$ cat src/rtl/enc_pkg.sv
// rtl/enc_pkg.sv - formats, opcodes, FSM states and opcode/format legality shared by the encoder
package enc_pkg;

    typedef enum logic [1:0] {
        FMT_J  = 2'd0,
        FMT_I1 = 2'd1,
        FMT_I2 = 2'd2,
        FMT_R  = 2'd3
    } fmt_e;

    typedef enum logic [1:0] {
        S_IDLE,
        S_RUN,
        S_FLUSH,
        S_DONE
    } enc_state_e;

    localparam logic [4:0] OP_HALT = 5'b00000;
    localparam logic [4:0] OP_NOP  = 5'b00001;
    localparam logic [4:0] OP_JMP  = 5'b00100;
    localparam logic [4:0] OP_JAL  = 5'b00110;
    localparam logic [4:0] OP_ADDI = 5'b01000;
    localparam logic [4:0] OP_LDI  = 5'b01100;
    localparam logic [4:0] OP_LUI  = 5'b11000;
    localparam logic [4:0] OP_ADD  = 5'b11001;

    localparam logic [15:0] HALT_WORD = 16'h0000;

    function automatic logic op_legal(input logic [4:0] op, input fmt_e fmt);
        fmt_e want;
        logic defined;
        want    = FMT_J;
        defined = 1'b1;
        case (op) inside
            5'b00000, 5'b00001, 5'b00100, 5'b00110:                       want = FMT_J;
            [5'b01000:5'b01011], 5'b10000, 5'b10001, 5'b10011,
            [5'b10100:5'b10111]:                                           want = FMT_I1;
            5'b00101, 5'b00111, [5'b01100:5'b01111], 5'b10010, 5'b11000:  want = FMT_I2;
            [5'b11001:5'b11111]:                                           want = FMT_R;
            default:                                                       defined = 1'b0;
        endcase
        return defined && (want == fmt);
    endfunction

endpackage

$ cat src/rtl/instr_encoder_if.sv
// rtl/instr_encoder_if.sv - request handshake and memory write port of the instruction encoder
interface instr_encoder_if;
    logic        req_valid;
    logic        req_ready;
    logic [1:0]  req_fmt;
    logic [4:0]  req_op;
    logic [2:0]  req_rs;
    logic [2:0]  req_rt;
    logic [2:0]  req_rd;
    logic [10:0] req_imm;
    logic [1:0]  req_funct;
    logic        mem_wr_valid;
    logic        mem_wr_ready;
    logic [15:0] mem_addr;
    logic [15:0] mem_wr_data;

    modport master (
        output req_valid, req_fmt, req_op, req_rs, req_rt, req_rd, req_imm, req_funct,
        output mem_wr_ready,
        input  req_ready, mem_wr_valid, mem_addr, mem_wr_data
    );

    modport slave (
        input  req_valid, req_fmt, req_op, req_rs, req_rt, req_rd, req_imm, req_funct,
        input  mem_wr_ready,
        output req_ready, mem_wr_valid, mem_addr, mem_wr_data
    );
endinterface

$ cat src/rtl/enc_fifo.sv
// rtl/enc_fifo.sv - DEPTH-entry synchronous word FIFO with count/full/empty and synchronous clear
module enc_fifo #(
    parameter int DEPTH = 4,
    parameter int WIDTH = 16
) (
    input  logic                       clk,
    input  logic                       rst_n,
    input  logic                       clr_i,
    input  logic                       push_i,
    input  logic                       pop_i,
    input  logic [WIDTH-1:0]           wdata_i,
    output logic [WIDTH-1:0]           rdata_o,
    output logic [$clog2(DEPTH):0]     count_o,
    output logic                       full_o,
    output logic                       empty_o
);
    localparam int AW = $clog2(DEPTH);
    localparam int CW = AW + 1;

    logic [WIDTH-1:0] mem_q [DEPTH];
    logic [AW-1:0]    wr_ptr_q, rd_ptr_q;
    logic [CW-1:0]    count_q;

    always_ff @(posedge clk or negedge rst_n) begin
        if (!rst_n) begin
            wr_ptr_q <= '0;
            rd_ptr_q <= '0;
            count_q  <= '0;
        end else if (clr_i) begin
            wr_ptr_q <= '0;
            rd_ptr_q <= '0;
            count_q  <= '0;
        end else begin
            if (push_i) wr_ptr_q <= wr_ptr_q + AW'(1);
            if (pop_i)  rd_ptr_q <= rd_ptr_q + AW'(1);
            case ({push_i, pop_i})
                2'b10:   count_q <= count_q + CW'(1);
                2'b01:   count_q <= count_q - CW'(1);
                default: ;
            endcase
        end
    end

    // Storage carries no reset; the head is only meaningful while count is non-zero
    always_ff @(posedge clk) begin
        if (push_i && !clr_i) mem_q[wr_ptr_q] <= wdata_i;
    end

    assign rdata_o = mem_q[rd_ptr_q];
    assign count_o = count_q;
    assign full_o  = (count_q == CW'(DEPTH));
    assign empty_o = (count_q == '0);

endmodule

$ cat src/rtl/instr_encoder.sv
// rtl/instr_encoder.sv - packs field-level instruction requests into 16-bit words and streams them to instruction memory
// Build option ENC_AUTO_HALT_EN: append one HALT word when the program is finished.
module instr_encoder
    import enc_pkg::*;
#(
    parameter int DEPTH = 4
) (
    input  logic           clk,
    input  logic           rst_n,
    input  logic           start,
    input  logic [15:0]    base_addr,
    input  logic           finish,
    instr_encoder_if.slave bus,
    output logic           busy,
    output logic           done,
    output logic           err,
    output logic [15:0]    word_cnt
);
`ifdef ENC_AUTO_HALT_EN
    localparam logic AUTO_HALT = 1'b1;
`else
    localparam logic AUTO_HALT = 1'b0;
`endif
    localparam int CW = $clog2(DEPTH) + 1;

    enc_state_e  state_q;
    logic [15:0] base_q, word_cnt_q;
    logic        err_q, halt_pend_q;

    logic          fifo_full, fifo_empty;
    logic [CW-1:0] fifo_count;
    logic [15:0]   fifo_head, packed_word, push_word;
    logic          req_fire, req_ok, push, pop;
    fmt_e          req_fmt;

    assign req_fmt       = fmt_e'(bus.req_fmt);
    assign bus.req_ready = (state_q == S_RUN) && !fifo_full;
    assign req_fire      = bus.req_valid && bus.req_ready;
    assign req_ok        = op_legal(bus.req_op, req_fmt);
    assign pop           = bus.mem_wr_valid && bus.mem_wr_ready;
    // The HALT word only goes in during FLUSH, where req_ready is low, so it never collides with a request
    assign push          = (req_fire && req_ok) || ((state_q == S_FLUSH) && halt_pend_q && !fifo_full);
    assign push_word     = req_fire ? packed_word : HALT_WORD;

    always_comb begin
        packed_word = {bus.req_op, bus.req_rs, bus.req_rt, bus.req_rd, bus.req_funct};
        case (req_fmt)
            FMT_J:   packed_word = {bus.req_op,
                                    (bus.req_op == OP_HALT || bus.req_op == OP_NOP) ? 11'd0 : bus.req_imm};
            FMT_I1:  packed_word = {bus.req_op, bus.req_rs, bus.req_rd, bus.req_imm[4:0]};
            FMT_I2:  packed_word = {bus.req_op, bus.req_rs, bus.req_imm[7:0]};
            default: ;
        endcase
    end

    enc_fifo #(
        .DEPTH (DEPTH),
        .WIDTH (16)
    ) u_fifo (
        .clk     (clk),
        .rst_n   (rst_n),
        .clr_i   (start),
        .push_i  (push),
        .pop_i   (pop),
        .wdata_i (push_word),
        .rdata_o (fifo_head),
        .count_o (fifo_count),
        .full_o  (fifo_full),
        .empty_o (fifo_empty)
    );

    always_ff @(posedge clk or negedge rst_n) begin
        if (!rst_n) begin
            state_q     <= S_IDLE;
            base_q      <= '0;
            word_cnt_q  <= '0;
            err_q       <= 1'b0;
            halt_pend_q <= 1'b0;
        end else if (start) begin
            state_q     <= S_RUN;
            base_q      <= base_addr;
            word_cnt_q  <= '0;
            err_q       <= 1'b0;
            halt_pend_q <= 1'b0;
        end else begin
            if (pop)                 word_cnt_q <= word_cnt_q + 16'd1;
            if (req_fire && !req_ok) err_q      <= 1'b1;
            case (state_q)
                S_RUN: begin
                    if (finish) begin
                        state_q     <= S_FLUSH;
                        halt_pend_q <= AUTO_HALT;
                    end
                end
                S_FLUSH: begin
                    if (halt_pend_q) begin
                        if (!fifo_full) halt_pend_q <= 1'b0;
                    end else if (fifo_empty) begin
                        state_q <= S_DONE;
                    end
                end
                default: ;
            endcase
        end
    end

    assign bus.mem_wr_valid = (fifo_count != '0);
    assign bus.mem_wr_data  = bus.mem_wr_valid ? fifo_head : 16'h0000;
    assign bus.mem_addr     = base_q + {word_cnt_q[14:0], 1'b0};
    assign busy             = (state_q == S_RUN) || (state_q == S_FLUSH);
    assign done             = (state_q == S_DONE);
    assign err              = err_q;
    assign word_cnt         = word_cnt_q;

endmodule
$ cat src/flat_wrapper.sv
// flat-port wrapper written by rule: the top's interface ports become plain ports
module instr_encoder_flat import enc_pkg::*;
#(
    parameter int DEPTH = 4
)
  (clk, rst_n, start, base_addr, finish, busy, done, err, word_cnt, bus_req_valid, bus_req_fmt, bus_req_op, bus_req_rs, bus_req_rt, bus_req_rd, bus_req_imm, bus_req_funct, bus_mem_wr_ready, bus_req_ready, bus_mem_wr_valid, bus_mem_addr, bus_mem_wr_data);
  instr_encoder_if bus_i ();
  input  logic clk;
  input  logic rst_n;
  input  logic start;
  input  logic [15:0] base_addr;
  input  logic finish;
  output logic busy;
  output logic done;
  output logic err;
  output logic [15:0] word_cnt;
  input wire logic [$bits(bus_i.req_valid)-1:0] bus_req_valid;
  input wire logic [$bits(bus_i.req_fmt)-1:0] bus_req_fmt;
  input wire logic [$bits(bus_i.req_op)-1:0] bus_req_op;
  input wire logic [$bits(bus_i.req_rs)-1:0] bus_req_rs;
  input wire logic [$bits(bus_i.req_rt)-1:0] bus_req_rt;
  input wire logic [$bits(bus_i.req_rd)-1:0] bus_req_rd;
  input wire logic [$bits(bus_i.req_imm)-1:0] bus_req_imm;
  input wire logic [$bits(bus_i.req_funct)-1:0] bus_req_funct;
  input wire logic [$bits(bus_i.mem_wr_ready)-1:0] bus_mem_wr_ready;
  output wire logic [$bits(bus_i.req_ready)-1:0] bus_req_ready;
  output wire logic [$bits(bus_i.mem_wr_valid)-1:0] bus_mem_wr_valid;
  output wire logic [$bits(bus_i.mem_addr)-1:0] bus_mem_addr;
  output wire logic [$bits(bus_i.mem_wr_data)-1:0] bus_mem_wr_data;
  assign bus_i.req_valid = bus_req_valid;
  assign bus_i.req_fmt = bus_req_fmt;
  assign bus_i.req_op = bus_req_op;
  assign bus_i.req_rs = bus_req_rs;
  assign bus_i.req_rt = bus_req_rt;
  assign bus_i.req_rd = bus_req_rd;
  assign bus_i.req_imm = bus_req_imm;
  assign bus_i.req_funct = bus_req_funct;
  assign bus_i.mem_wr_ready = bus_mem_wr_ready;
  assign bus_req_ready = bus_i.req_ready;
  assign bus_mem_wr_valid = bus_i.mem_wr_valid;
  assign bus_mem_addr = bus_i.mem_addr;
  assign bus_mem_wr_data = bus_i.mem_wr_data;
  instr_encoder #(.DEPTH(DEPTH)) u_core (.clk(clk), .rst_n(rst_n), .start(start), .base_addr(base_addr), .finish(finish), .bus(bus_i), .busy(busy), .done(done), .err(err), .word_cnt(word_cnt));
endmodule
$ cat config.mk
export PLATFORM = sky130hd
export DESIGN_NAME = instr_encoder_flat
export DESIGN_NICKNAME = d
export VERILOG_FILES = /design/src/rtl/enc_pkg.sv /design/src/rtl/instr_encoder_if.sv /design/src/rtl/enc_fifo.sv /design/src/rtl/instr_encoder.sv /design/src/flat_wrapper.sv
export SDC_FILE = /design/constraint.sdc
export NUM_CORES = 1
export LEC_CHECK = 0
export BUFFER_PORTS_ARGS = -buffer_cell sky130_fd_sc_hd__buf_2
export CORE_MARGIN = 3
export CORE_UTILIZATION = 35
export DETAILED_ROUTE_END_ITERATION = 10
export GPL_ROUTABILITY_DRIVEN = 0
export PLACE_DENSITY = 0.55
export SYNTH_ARGS = -nofsm -noshare
export SYNTH_HDL_FRONTEND = slang
export SYNTH_SLANG_ARGS = --single-unit
$ cat constraint.sdc
create_clock -name clk -period 3.4 [get_ports clk]
set_input_delay 0 -clock clk [delete_from_list [all_inputs] [get_ports clk]]
set_output_delay 0 -clock clk [all_outputs]
set_load 0.05 [all_outputs]
-- After elaboration in Yosys (flattened, before gate mapping)
Memory sizes are Yosys's and may differ from the RTL's.
Index checks and enable logic that the tools add are counted.
- add/subtract/negate cells: 6
- order comparisons: 8
- eq/ne operators: 22
- mux-type cells: 34
- reductions and logical operators: 33
- operator list (cell ; count):
    $mux W16 ; 4
    $pmux W11 S3 ; 1
    $eq A5 B5 Y1 const B ; 5
    $mux W2 ; 12
    $eq A5 B3 Y1 const B ; 4
    $add A16 B1 Y16 const B ; 1
    $add A16 B16 Y16 ; 1
    $logic_and A1 B1 Y1 ; 13
    $mux W1 ; 12
    $mux W11 ; 1
    $ge A5 B4 Y1 const B ; 2
    $ge A5 B5 Y1 const B ; 2
    $le A5 B4 Y1 const B ; 2
    $le A5 B5 Y1 const B ; 2
    $reduce_or A5 Y1 ; 2
    $reduce_bool A3 Y1 ; 3
    $eq A2 B2 Y1 const B ; 4
    $eq A2 B1 Y1 const B ; 3
    $ne A3 B3 Y1 const B ; 2
    $pmux W3 S2 ; 1
    $reduce_bool A2 Y1 ; 3
    $eq A5 B1 Y1 const B ; 1
    $logic_not A5 Y1 ; 1
    $add A2 B1 Y2 const B ; 2
    15 further kinds ; 19
- bits in registers: 43
- bits in writable memories: 64
- output and inout port bits: 53
- logic and storage cells: 112
- memories: 1
- memory list (memory ; depth ; bits a word ; rd ports ; clocked after memory_dff ; write ports ; line ; RTL):
    u_core.u_fifo.mem_q ; 4 ; 16 ; 1 ; 0 ; 1 ; enc_fifo.sv:20 ; logic [WIDTH-1:0] mem_q [DEPTH];

-- Longest topological paths before layout
Gate-level depths: netlist of the first run.
- word-level depth: 13
- gate-level depth with buffers: 12
- mapped depth without buffers: 11

-- Modules after synthesis
A second synthesis of the first run with hierarchy kept.
- cells, all modules: 474
- area total of the unflattened synthesis: 5674.2 um^2
- modules (own cells, without submodules) (module ; instances ; cells each ; area each (um^2) ; sequential area each (um^2)):
    instr_encoder ; 1 ; 347 ; 2885.3 ; 900.9
    enc_fifo ; 1 ; 127 ; 2788.9 ; 2097.0

-- Least setup slack after synthesis of the first run
Ideal clock, no wire load.
- path type: flip-flop to output port
- start point: register u_core.word_cnt_q[0], in the netlist u_core.word_cnt[0]
- end point: output bus_mem_addr[15]
- arrival time: 3.324 ns
- data required time: 3.400 ns
- setup slack: 0.076 ns
- cell stages (with the launch flop): 10
- buffers on the path: 0
- cell sequence: dfrtp_1 -> ha_1 -> inv_1 -> fa_1 -> nor2b_1 -> o31a_1 -> o21ai_0 -> o211ai_1 -> a21oi_1 -> nor3b_1
- word-level cells in the longest chain between the ends: 1
- RTL lines (item ; line ; RTL):
    from (decl) ; instr_encoder.sv:27 ; logic [15:0] base_q, word_cnt_q;
    from (signal assigned) ; instr_encoder.sv:86 ; if (pop) word_cnt_q <= word_cnt_q + 16'd1;
    $add A16 B16 Y16 ; instr_encoder.sv:109 ; assign bus.mem_addr = base_q + {word_cnt_q[14:0], 1'b0};
    to (decl) ; flat_wrapper.sv:28 ; output wire logic [$bits(bus_i.mem_addr)-1:0] bus_mem_addr;
No other way between the ends.

-- Final worst setup path of the first run
- start point: register u_core.word_cnt_q[0], in the netlist u_core.word_cnt[0]
- end point: output bus_mem_addr[13]
The elaborated chain is that of the path after synthesis.

==> results of run 1 <==
==> final timing paths <==
check	to	slack (ns)	cells past startpoint
worst max-delay path	bus_mem_addr[13]	0.34	10
worst min-delay path	u_core.word_cnt[1]	0.06	4
worst max register to register	u_core.u_fifo.count_o[2]	0.37	10
worst min register to register	u_core.base_q[0]	0.51	1
max in group asynchronous	u_core.u_fifo.rd_ptr_q[1]	2.44	2
min in group asynchronous	u_core.base_q[10]	0.34	2
==> metal layers <==
layer | wire length, um | vias up
met5 | 0 | -
met4 | 197 | 0
met3 | 780 | 17
met2 | 5918 | 102
met1 | 5991 | 1949
li1 | - | 1983
==> worst reg2reg max path, delay by kind of cell, from the launching register on <==
| family | cells | cell delay [ns] |
|---|---|---|
| adders and majority gates | 1 | 0.26 |
| AOI/OAI and AO/OA | 3 | 0.80 |
| DFF | 1 | 0.43 |
| muxes | 1 | 0.32 |
| and+or+nand+nor | 5 | 1.12 |
==> area by class of cell <==
type / instances / share of cell area (%)
Inverter: 16 / 0.8630
Clock inverter: 6 / 0.7012
Clock buffer: 9 / 3.236
Tap cell: 216 / 3.883
Multi-Input combinational cell: 333 / 37.41
Timing Repair Buffer: 129 / 10.82
Sequential cell: 107 / 43.08
==> metrics by stage <==
step	setup slack (ns)	util (%)	area, um^2	hold slack, ns	std cells
3_5_place_dp	0.4157	40.86	6515	0.2215	784
4_1_cts	0.3324	43.65	6959	0.06130	816
2_1_floorplan	0.07610	-	5714	-0.2956	475
5_1_grt	0.1034	43.65	6959	0.08834	816
3_3_place_gp	0.4598	40.86	6515	0.2197	784
6_report	0.3409	43.65	6959	0.06486	816
==> power groups by stage <==
stage	clock network (mW)	registers (mW)	logic, mW
after floorplan	0	1.58	1.39
after CTS	1.02	1.58	1.79
after detailed placement	0	1.60	1.77
final	0.987	1.57	1.77
after global placement	0	1.60	1.76
after global routing	1.09	1.59	1.90
==> repair_timing <==
| action | CTS | global route |
|---|---|---|
| setup endpoints to repair | 0 | 0 |
| hold buffers | 17 | 0 |
| endpoints found under the hold margin | 59 | 0 |
| buffers inserted | 0 | 0 |
| resized for setup | 0 | 0 |
==> placed cells by master, fill, tap and decap left out, types with 3 or more instances in the layout <==
cell	netlist	layout
nor2_1	38	38
o211ai_1	4	4
buf_4	1	9
nand2b_1	6	6
buf_2	6	103
a21o_1	4	4
edfxtp_1	64	64
o21a_1	6	6
mux2i_1	5	5
mux2_2	17	17
a21oi_1	25	25
nand4_1	4	4
mux4_2	16	16
and2_1	23	23
or2_2	3	3
o21ai_0	16	16
o22ai_1	4	4
dlygate4sd3_1	0	17
xnor2_1	15	15
dfrtp_1	43	43
nor3_1	11	11
nand2_1	34	34
clkbuf_16	0	9
nor3b_1	8	4
nand3_1	12	12
and3_1	4	4
xor2_1	9	9
inv_1	16	16
or3_1	6	6
ha_1	22	22
nor3b_4	0	4
nor2b_1	7	7
==> state kept, by name, summed over array words and instances, names as in the netlist <==
name	count
u_core.word_cnt	16
u_core.halt_pend_q	1
u_core.err	1
u_core.u_fifo.rd_ptr_q	2
u_core.base_q	16
u_core.u_fifo.count_o	3
u_core.u_fifo.mem_q	64
u_core.u_fifo.wr_ptr_q	2
u_core.state_q	2
==> kinds of logic (layout without fill, tap and decap cells) <==
logic type,after synthesis,after routing,share of synthesized area (%)
AND/OR/NAND/NOR,165,165,15.17
flip-flops,107,107,52.46
AO/OA/AOI/OAI,81,81,9.612
multiplexers,39,39,10.79
buffers and inverters,35,160,2.759
adder cells (fa/ha/maj),24,24,5.518
XOR/XNOR,24,24,3.679
==> results.md, run 1 <==
* CP dominant cell by count: o211ai_1
* Die span in x at ~130 um
* Vias in the first global route at about 4000
* Unique masters post-synth at between 50 and 60
* CTS Buf Count at 9
* Leakage at approximately 2.9 nW
* WS Path Type: register to output pin
* Clock power share at 22.8%
* Gr busiest metal: met2
* Final hold violation count at 0
* CTS tree: done
* Met2 usage at a little under a quarter
* CP Capture Type: output pin
* F_max at between 0.3 and 0.4 GHz
* Tot Pwr at 4.329 mW
* Initial core utilization at roughly 36%
* FFs w/ async S/R, synth at between 40 and 50%
* Crit-path cells: ha_1 -> inv_1 -> fa_1 -> nor2b_1 -> o31a_1 -> o21ai_0 -> o211ai_1 -> nand2_1 -> o211ai_1 -> buf_2
* Setup TNS at 0 ns
* Worst Setup SP: u_core.word_cnt[0]
* Iter 0 DRT Violations at 222
* VDD IR max at 0.6046 mV
* Largest fanout on the critical path at 6
* DP HPWL at ~9.2 mm
* Post-synth top area cell: edfxtp_1
* First drt pass iteration count at 4
* Cell count after synthesis at 475
* RSZ-0062 raised after global routing: no
* Post-synth EDFFs at 64
* CP max stage cell: dfrtp_1
* Max-slew violation count at 0
* N_diodes at 0
* Clk root buf: clkbuf_16
* IO buf count at slightly above 100
* CP arrival at slightly above 3 ns
* Slowest stage delay, CP at approximately 0.47 ns
* Synth warnings at 0
* Final WL at ~13 mm
* Share of post-route cells with drive strength above 1 at between 20 and 30%
* Post-Syn Area at about 5700 um^2
* Worst r2r src: u_core.u_fifo.count_o[1]
* Switch share at 40.85%
* Final setup viols at 0
* Synth top area cells: edfxtp_1 34%, dfrtp_1 19%, mux4_2 6.3%
* Internal Power at around 2.6 mW
* Avg Vias per Cell at 4.964
* DIE AREA at between 15000 and 20000 um^2
* Hold wc startpoint: bus_mem_wr_ready
* Post-synthesis sequential area ratio at between 50% and 60%
* Total grt overflow at 0
* Shortest period the worst path allows at roughly 3.1 ns
* CTS clk-pin slew, worst paths at about 0.07 ns
* Slew HR at 34.09%
* Clock Latency Late Sink at 0.35 ns
* Net Sw Power at ~1.8 mW
* Met1 Use GR at between 10% and 20%
* Mapped Avg Cell Area at ~12 um^2
* WL/cell at between 15 and 20 um
* Clock sink total at between 100 and 150
* Initial antenna violation count at 0
* Ports at 104
* Worst setup SP type: register
* Setup Skew at roughly 0.0076 ns
* Placeable Area at roughly 16000 um^2
* H-Tree Level Count at 3
* Layout Area Growth over Synthesis at 21.79%
* Reg power frac at a little over a third
* Layout Nets at approximately 670
* Clock Path Buffers at 2
* Mapped Nets at 550
* First-pass GRT wire length at approximately 21 mm
* Max-Cap Viols at 0
* Critical path data required time at approximately 3.4 ns
* HP Class: input port to register
* Largest net degree at the start of global routing at between 40 and 50
* # fillers at between 1500 and 2000
* Met3 global-route usage at about 4.2%
* Worst Path Buf+Inv at 2
* Multi-input gate area at approximately 2600 um^2
* Total track usage at between 10 and 15%
* Drc violations at 0
* Num rows at 46
* Status: finished clean
* FF+latch area at about 3000 um^2
* Combinational power share at 41.0%
* Synth Register Bits at 107
* Crit path max-delay family: compound AO/OA/AOI/OAI gates
* Main synth FF type: edfxtp_1
* Most common cell in the netlist: edfxtp_1
* Final ANT Viol Nets at 0
* Worst Tran Pin Value at roughly 1 ns
* Chip height at roughly 130 um
* Final period util at about nine tenths
* Synth top area share at 33.63%
* PwrDens at 622.0 nW/um^2
* Vias at 4051
* Commonest cells post-synth: 64 x edfxtp_1, 43 x dfrtp_1, 38 x nor2_1, 34 x nand2_1, 25 x a21oi_1
No activity file was read; power rests on OpenSTA's default activity.
==> run 2, diff against run 1 <==
Clock period 3.4 ns to 2.9 ns, I/O delays scaled along.
==> results.md, run 2 (synthesized netlist as in run 1, its figures left out) <==
* First drt pass iteration count at 4
* Status: finished clean
* Worst Tran Pin Value at ~0.97 ns
* DR top layer: met4
* Met2 Routed Length at 6.212 mm
* Multi-input gate area at between 2000 and 3000 um^2
* CP Capture Type: output pin
* Final WL at ~13 mm
* Commonest cells after routing, fill and taps aside: 99 x buf_2, 64 x edfxtp_1, 41 x dfrtp_1
* Largest fanout on the critical path at 3
* Largest net degree at the start of global routing at 44
* Chip height at 133.8 um
* Worst setup SP type: register
* Reg with most FFs: u_core.u_fifo.mem_q
* Final period util at between 90% and 100%
* PwrDens at around 740 nW/um^2
* Setup TNS at 0 ns
* Hold endpoint: u_core.word_cnt[1]
* Critical R2R Capture: u_core.u_fifo.count_o[2]
* Worst r2r src: u_core.u_fifo.count_o[1]
* HP Class: input port to register
* Slowest stage delay, CP at between 0.4 and 0.5 ns
* Layout Nets at between 600 and 700
* FF-to-FF setup slack at 0.13 ns
* Iter 0 DRT Violations at approximately 210
* FF+latch area at approximately 3000 um^2
* Final hold violation count at 0
* WS Path Type: register to output pin
* Avg Vias per Cell at just under 5
* Worst Hold Depth at 4
* Critical path data required time at approximately 2.9 ns
* Slew HR at 35.05%
* Max-Cap Viols at 0
* CTS Buf Count at 9
* Place WS at 0.08582 ns
* H-Tree Level Count at 3
* CP max stage cell: a311o_1
* First-pass GRT wire length at between 20 and 25 mm
* Clock Latency Late Sink at ~0.36 ns
* CP arrival at 2.84 ns
* Vias at just over 4000
* Post-DP Area at between 6000 and 7000 um^2
* DP HPWL at between 9 and 10 mm
* Max-slew violation count at 0
* Vias in the first global route at ~4200
* WL/cell at roughly 16 um
* Crit-path cells: ha_4 -> a211oi_2 -> nor2_2 -> or4_4 -> a311o_1 -> a311oi_2 -> xnor2_1 -> buf_4
* Setup WS post-layout at approximately 0.063 ns
* CTS tree: done
* Final ANT Viol Nets at 0
* M1 WL at 5.846 mm
* RSZ-0062 raised after global routing: yes
* Placeable Area at between 15000 and 20000 um^2
* DIE AREA at 17900 um^2
* Clock Path Buffers at 2
* CTS clk-pin slew, worst paths at roughly 0.07 ns
* Initial core utilization at 35.84%
* IO buf count at 103
* Share of post-route cells with drive strength above 1 at about a third
* VDD IR max at ~0.46 mV
* # fillers at 1492
* F_max at 0.3524 GHz
* Shortest period the worst path allows at 2.837 ns
* Ports at approximately 100
* Setup Skew at 0.006847 ns
* Leading cell type in the layout, fill and taps excluded: buf_2
* Final setup viols at 0
* Clock sink total at approximately 110
* Initial antenna violation count at 0
* Hold wc startpoint: bus_mem_wr_ready
* Leakage at between 2 and 3 nW
* Drc violations at 0
* Total grt overflow at 0
* Max reg flops at 64
* Die span in x at approximately 130 um
* Met3 routed WL at 816 um
* Clk root buf: clkbuf_16
* Total track usage at 14.95%
* Finished Cell Area at between 7000 and 8000 um^2
* Num rows at 46
* Worst Reg-to-Reg Cells at 10
* Layout Area Growth over Synthesis at 25.82%
-- run 2: power by group --
part / total [mW] / leakage, nW / switching, mW / internal [mW]
Clock: 1.28 / 0.151 / 0.592 / 0.685
Combinational: 2.20 / 1.69 / 1.46 / 0.746
Sequential: 1.81 / 1.14 / 0.0810 / 1.73
-- run 2: cell type report --
class	instances	share of cell area, %
tap	216	3.759
clock inverter	7	1.149
inverter	16	0.8354
antenna	1	0.03481
timing repair buffer	143	12.08
clock buffer	9	3.133
sequential	107	41.73
multi-input combinational	333	37.28
-- run 2: worst max path at each step --
stage | slack [ns] | start | endpoint | depth (start not counted)
final | 0.06 | u_core.base_q[2] | bus_mem_addr[14] | 8
after global routing | -0.06 | u_core.base_q[2] | bus_mem_addr[14] | 8
after CTS | 0.01 | u_core.word_cnt[0] | bus_mem_addr[15] | 11
after detailed placement | 0.09 | u_core.u_fifo.count_o[1] | u_core.u_fifo.count_o[2] | 10
after global placement | 0.20 | u_core.u_fifo.count_o[1] | u_core.u_fifo.count_o[2] | 10
after floorplan | -0.04 | u_core.state_q[1] | u_core.u_fifo.mem_q[0][0] | 6
-- run 2: per-layer routing --
layer / vias to the layer above / GRT usage (%)
li1: 2025 / -
met1: 1971 / 19.07
met2: 115 / 24.79
met3: 16 / 4.201
met4: 0 / 4.743
met5: - / 0
-- run 2: what timing repair did --
item / CTS / global route
resized for setup: 3 / 13
hold buffers: 17 / 0
endpoints found under the setup margin: 4 / 6
pin swaps: 1 / 7
hold endpoints to repair: 59 / 0
setup buffers: 2 / 4
-- run 2: worst max-delay path: cells and delay by family, from the launching register on --
kind,cells,cell delay [ns]
AO/OA/AOI/OAI,3,0.94
buffers and inverters,1,0.22
AND/OR/NAND/NOR,2,0.50
adder cells (fa/ha/maj),1,0.25
flip-flops,1,0.41
XOR/XNOR,1,0.15
-- run 2: stage by stage --
stage                     power [mW]  util, %  cells  hold slack, ns
after floorplan                3.488        -    475         -0.2956
after global placement         3.971    41.32    792          0.2176
after detailed placement       3.995    41.32    792          0.2200
after CTS                      5.325    44.46    827         0.05389
after global routing           5.573    45.08    831         0.08034
final                          5.287    45.10    832         0.06114
